## src/rtl/intc_pkg.sv

```systemverilog
// Shared types and constants for the interrupt controller: FSM state encoding,
// the ID-width helper and the mask reset value.
package intc_pkg;

  typedef enum logic [1:0] {
    IDLE   = 2'd0,
    REQ    = 2'd1,
    ACTIVE = 2'd2
  } intc_state_e;

  // All sources enabled out of reset; the top slices off NUM_SRC bits.
  localparam logic [15:0] MASK_RST = 16'hFFFF;

  // A single source still needs a 1-bit ID port.
  function automatic int id_w(input int n);
    return (n > 1) ? $clog2(n) : 1;
  endfunction

endpackage

```

## src/rtl/intc_sync.sv

```systemverilog
// One interrupt source: SYNC_STAGES-flop synchroniser followed by a registered
// rising-edge detector.
module intc_sync #(
  parameter int SYNC_STAGES = 2
) (
  input  logic clk_i,
  input  logic rst_ni,
  input  logic async_i,
  output logic edge_o
);

  logic [SYNC_STAGES-1:0] sync_q;
  logic                   prev_q;
  logic                   edge_q;
  // Fills with ones after reset; edges are ignored until the chain holds real
  // samples, so a line already high through reset is not seen as an event.
  logic [SYNC_STAGES:0]   vld_pipe;

  always_ff @(posedge clk_i or negedge rst_ni) begin
    if (!rst_ni) begin
      sync_q   <= '0;
      prev_q   <= 1'b0;
      edge_q   <= 1'b0;
      vld_pipe <= '0;
    end else begin
      sync_q   <= {sync_q[SYNC_STAGES-2:0], async_i};
      vld_pipe <= {vld_pipe[SYNC_STAGES-1:0], 1'b1};
      prev_q   <= sync_q[SYNC_STAGES-1];
      edge_q   <= sync_q[SYNC_STAGES-1] & ~prev_q & vld_pipe[SYNC_STAGES];
    end
  end

  assign edge_o = edge_q;

endmodule

```

## src/rtl/interrupt_controller.sv

```systemverilog
// Pending/mask registers, single-winner arbiter and request/handler FSM.
// Define INTC_ROUND_ROBIN_EN for rotating priority; otherwise lowest index wins.
module interrupt_controller
  import intc_pkg::*;
#(
  parameter  int NUM_SRC     = 4,
  parameter  int SYNC_STAGES = 2,
  localparam int ID_W        = id_w(NUM_SRC)
) (
  input  logic               clk_i,
  input  logic               rst_ni,
  input  logic [NUM_SRC-1:0] irq_src_i,
  input  logic               mask_we_i,
  input  logic [NUM_SRC-1:0] mask_wdata_i,
  input  logic               int_taken_i,
  input  logic               int_return_i,
  output logic               interupt_o,
  output logic [ID_W-1:0]    irq_id_o,
  output logic [NUM_SRC-1:0] pending_o,
  output logic               busy_o
);

  logic [NUM_SRC-1:0] edge_w;
  logic [NUM_SRC-1:0] pending_q, pending_d;
  logic [NUM_SRC-1:0] mask_q, mask_d;
  logic [NUM_SRC-1:0] eligible, clr;
  logic [ID_W-1:0]    id_q, id_d, win_id;
  intc_state_e        state_q, state_d;
  int                 start;

  for (genvar g = 0; g < NUM_SRC; g++) begin : g_sync
    intc_sync #(.SYNC_STAGES(SYNC_STAGES)) u_sync (
      .clk_i  (clk_i),
      .rst_ni (rst_ni),
      .async_i(irq_src_i[g]),
      .edge_o (edge_w[g])
    );
  end

  assign eligible = pending_q & mask_q;

`ifdef INTC_ROUND_ROBIN_EN
  logic [ID_W-1:0] ptr_q, ptr_d;

  assign start = int'(ptr_q);

  always_comb begin
    ptr_d = ptr_q;
    if (state_q == REQ && int_taken_i)
      ptr_d = (id_q == ID_W'(NUM_SRC - 1)) ? '0 : id_q + 1'b1;
  end

  always_ff @(posedge clk_i or negedge rst_ni) begin
    if (!rst_ni) ptr_q <= '0;
    else         ptr_q <= ptr_d;
  end
`else
  assign start = 0;
`endif

  // Walk the sources from `start`, wrapping modulo NUM_SRC; first eligible wins.
  always_comb begin
    int  idx;
    logic found;
    idx    = 0;
    found  = 1'b0;
    win_id = '0;
    for (int i = 0; i < NUM_SRC; i++) begin
      idx = start + i;
      if (idx >= NUM_SRC) idx = idx - NUM_SRC;
      if (!found && (((eligible >> idx) & NUM_SRC'(1)) != '0)) begin
        win_id = ID_W'(idx);
        found  = 1'b1;
      end
    end
  end

  always_comb begin
    state_d = state_q;
    id_d    = id_q;
    clr     = '0;
    case (state_q)
      IDLE: if (|eligible) begin
        state_d = REQ;
        id_d    = win_id;
      end
      REQ: if (int_taken_i) begin
        state_d = ACTIVE;
        clr     = NUM_SRC'(1) << id_q;
      end
      ACTIVE: if (int_return_i) state_d = IDLE;
      default: state_d = IDLE;
    endcase
  end

  // A fresh edge on the source being cleared wins over the clear.
  assign pending_d = (pending_q & ~clr) | edge_w;
  assign mask_d    = mask_we_i ? mask_wdata_i : mask_q;

  always_ff @(posedge clk_i or negedge rst_ni) begin
    if (!rst_ni) begin
      state_q   <= IDLE;
      id_q      <= '0;
      pending_q <= '0;
      mask_q    <= MASK_RST[NUM_SRC-1:0];
    end else begin
      state_q   <= state_d;
      id_q      <= id_d;
      pending_q <= pending_d;
      mask_q    <= mask_d;
    end
  end

  assign interupt_o = (state_q == REQ);
  assign busy_o     = (state_q == ACTIVE);
  assign irq_id_o   = id_q;
  assign pending_o  = pending_q;

endmodule
```

## config.mk

```make
export PLATFORM = sky130hd
export DESIGN_NAME = interrupt_controller
export DESIGN_NICKNAME = d
export VERILOG_FILES = /design/src/rtl/intc_pkg.sv /design/src/rtl/intc_sync.sv /design/src/rtl/interrupt_controller.sv
export SDC_FILE = /design/constraint.sdc
export NUM_CORES = 1
export LEC_CHECK = 0
export ABC_AREA = 1
export CAP_MARGIN = 20
export CORE_ASPECT_RATIO = 1.2
export CORE_MARGIN = 5
export CORE_UTILIZATION = 44
export DETAILED_ROUTE_END_ITERATION = 10
export PLACE_DENSITY = 0.74
export SLEW_MARGIN = 30
export SYNTH_ARGS = -nofsm -noshare
export SYNTH_HDL_FRONTEND = slang
export SYNTH_SLANG_ARGS = --single-unit
```

## constraint.sdc

```tcl
create_clock -name clk_i -period 1.1 [get_ports clk_i]
set_clock_uncertainty 0.1 [all_clocks]
set_input_delay 0.22 -clock clk_i [delete_from_list [all_inputs] [get_ports clk_i]]
set_output_delay 0.22 -clock clk_i [all_outputs]
set_load 0.02 [all_outputs]
```

==> results.yml <==
synthesis:
  synth_area_leaders: "dfrtp_1, dfstp_2, nand2_1"
  synth_compound_area_frac: 0.0263
  synth_top_area_frac: 0.644
  synth_fa_ha_area_frac: 0
  synth-simple-area-share: 0.150
  ys_types: 13
  synth-seq-area-share: 0.745
  yosysTopAreaCell: "dfrtp_1"
  ys_warn_count: 0
  synthCells: 87
  ys_ff_latch: 31
  synth_area_mm2: 0.00105
  synth_top_family_by_area: "simple AND/OR/NAND/NOR gates"
  syn_nets: 100
  synthMuxAreaShare: 0.0430
  synth_area_per_cell_um2: 12.1
  synth_xor_area_frac: 0
global_route:
  grt.total_usage: 0.155
  grt_pass1_vias: 837
  antenna_found_initial: 0
  grt_overflow: 0
  grt_max_degree: 28
  grt_pass1_wl_um: 3600
timing:
  rsz0062_at_grt: "true"
  finalSetupViolCount: 15
  timing.final.ws_setup_ns: -0.255
  hold_viol: 0
  finalMaxSlewViolations: 0
  fmax_mhz: 738
  period_minus_slack_ns: 1.36
  hold_slack_ns: 0.233
  min_period_over_period: 1.23
worst_setup_path:
  crit_path_end_kind: "output port"
  r2r-start: "pending_o[3]"
  start_kind: "flip-flop"
  cp.arrival_ns: 1.04
  cp-startpoint: "state_q[1]"
  path_max_fanout: 3
  worstSetupPathType: "flip-flop to output port"
  required_ns: 0.78
cts:
  cts_sinks: 31
  clock-root-buffer: "clkbuf_4"
  clk_latency_ns: 0.32
  cts_buffer_depth: 2
  cts_tree: "yes"
  cts_buffers: 5
  cts_max_level: 2
  clk_pin_slew_ns: 0.09
layout:
  antenna_cells: 0
  final_nets: 142
  area_growth_pct: 45.1
  drive_gt1_frac: 0.380
  multi_input_area_um2: 277
  regArea_um2: 781
  fill_cells: 175
flow_run:
  max-cap-violations: 0
drt:
  wire_per_inst_um: 13.1
  vias_per_cell: 4.70
  dr.pass1.iters: 4
  drc: 0
  drt_wl_total_um: 2100
  drt_first_iter_violations: 5
  ant_nets: 0
  via_count: 752
status:
  status: "complete, but fails checks"
  violations: "setup timing"
placed_design:
  gp_congestion: 0.704
  port_buffers: 20
  dpl.hpwl_um: 1440
  pre_cts_slack_ns: -0.366
floorplanning:
  die_y_um: 63.5
  die-area_mm2: 0.00346
  num_rows: 19
  core_area_mm2: 0.00228
  start_util: 0.459
  ios: 21
  die_w_um: 54.6
pwr:
  power.leakage_nw: 0.731
  vdd_ir_drop_max_v: 0.00152
  p_per_area_mw_per_mm2: 2390
worst_hold_path:
  min_path_type: "primary input to flip-flop"
  worstHoldStart: "irq_src_i[1]"
-- Yosys cell counts --
cell	number
dfrtp_1	27
nand2_1	24
inv_1	8
nor2_1	7
dfstp_2	4
mux2_2	4
nand3_1	4
o21ai_1	4
conb_1	1
inv_2	1
nand3_2	1
nor2_4	1
o31ai_1	1
-- cells by family (layout without fill, tap and decap cells) --
logic type / count (synthesis) / in the layout
AOI/OAI and AO/OA: 5 / 5
buffers and inverters: 9 / 51
DFF: 31 / 31
muxes: 4 / 4
other: 1 / 1
and+or+nand+nor: 37 / 37
-- repair_timing --
item                                    4_1_cts  5_1_grt
endpoints found under the setup margin       14       16
setup buffers                                 2        1
resized for setup                            55        4
pin swaps                                     5        6
hold buffers                                  0        0
-- worst paths after layout --
path / end / cells after the start / slack, ns
max reg2reg: state_q[0] / 6 / -0.13
min in group asynchronous: mask_q[3] / 1 / 0.26
min reg2reg: g_sync[0].u_sync.sync_q[1] / 0 / 0.26
max in group asynchronous: mask_q[0] / 2 / 0.47
max: busy_o / 3 / -0.26
min: g_sync[1].u_sync.sync_q[0] / 1 / 0.23
-- flip-flops by register name, summed over array words and instances (netlist names) --
name                    flops
state_q                     2
g_sync.u_sync.prev_q        4
irq_id_o                    2
g_sync.u_sync.edge_o        4
mask_q                      4
g_sync.u_sync.sync_q        8
pending_o                   4
g_sync.u_sync.vld_pipe      3
-- cells in the final DEF, fill, tap and decap left out --
cell	count
buf_12	1
buf_4	14
buf_6	8
clkbuf_4	5
clkbuf_8	1
clkdlybuf4s50_1	12
clkinv_2	1
conb_1	1
dfrtp_1	27
dfstp_2	4
inv_1	7
inv_2	2
mux2_2	4
nand2_1	23
nand2_4	1
nand3_1	4
nand3_4	1
nor2_1	6
nor2_4	2
o21ai_2	4
o31ai_2	1
-- through the flow --
stage	cells	area [um2]	total power, mW	setup TNS, ns	util
final	160	1520	3.63	-1.49	0.667
after floorplan	87	1050	2.03	0	-
after global routing	160	1520	3.89	-2.53	0.667
after CTS	159	1500	3.59	-1.51	0.658
after global placement	150	1390	2.67	-3.30	0.609
after detailed placement	150	1390	2.72	-3.58	0.609
-- worst max-delay path, cell delays in order, from the launching register on --
cell     delay, ns
dfrtp_1       0.43
inv_2         0.06
nor2_1        0.08
buf_4         0.14
-- area by class of cell --
type	count	share of cell area
Multi-Input combinational cell	47	0.182
Inverter	9	0.0222
Clock inverter	1	0.00329
Clock buffer	6	0.0337
Sequential cell	31	0.513
Timing Repair Buffer	35	0.220
Tap cell	31	0.0255
-- report_power, final --
group	total, mW	switching, mW	internal (mW)	leakage, nW
combinational	1.51	0.750	0.758	0.336
sequential	1.48	0.143	1.34	0.361
clock	0.643	0.348	0.295	0.0341
total	3.63	1.24	2.39	0.731
-- routing by layer --
layer / GRT usage / vias up / wire [um]
li1: - / 352 / -
met1: 0.152 / 364 / 693
met2: 0.250 / 29 / 1140
met3: 0.0778 / 7 / 185
met4: 0.0935 / 0 / 74
met5: 0 / - / 0
No activity file was read; power rests on OpenSTA's default activity.
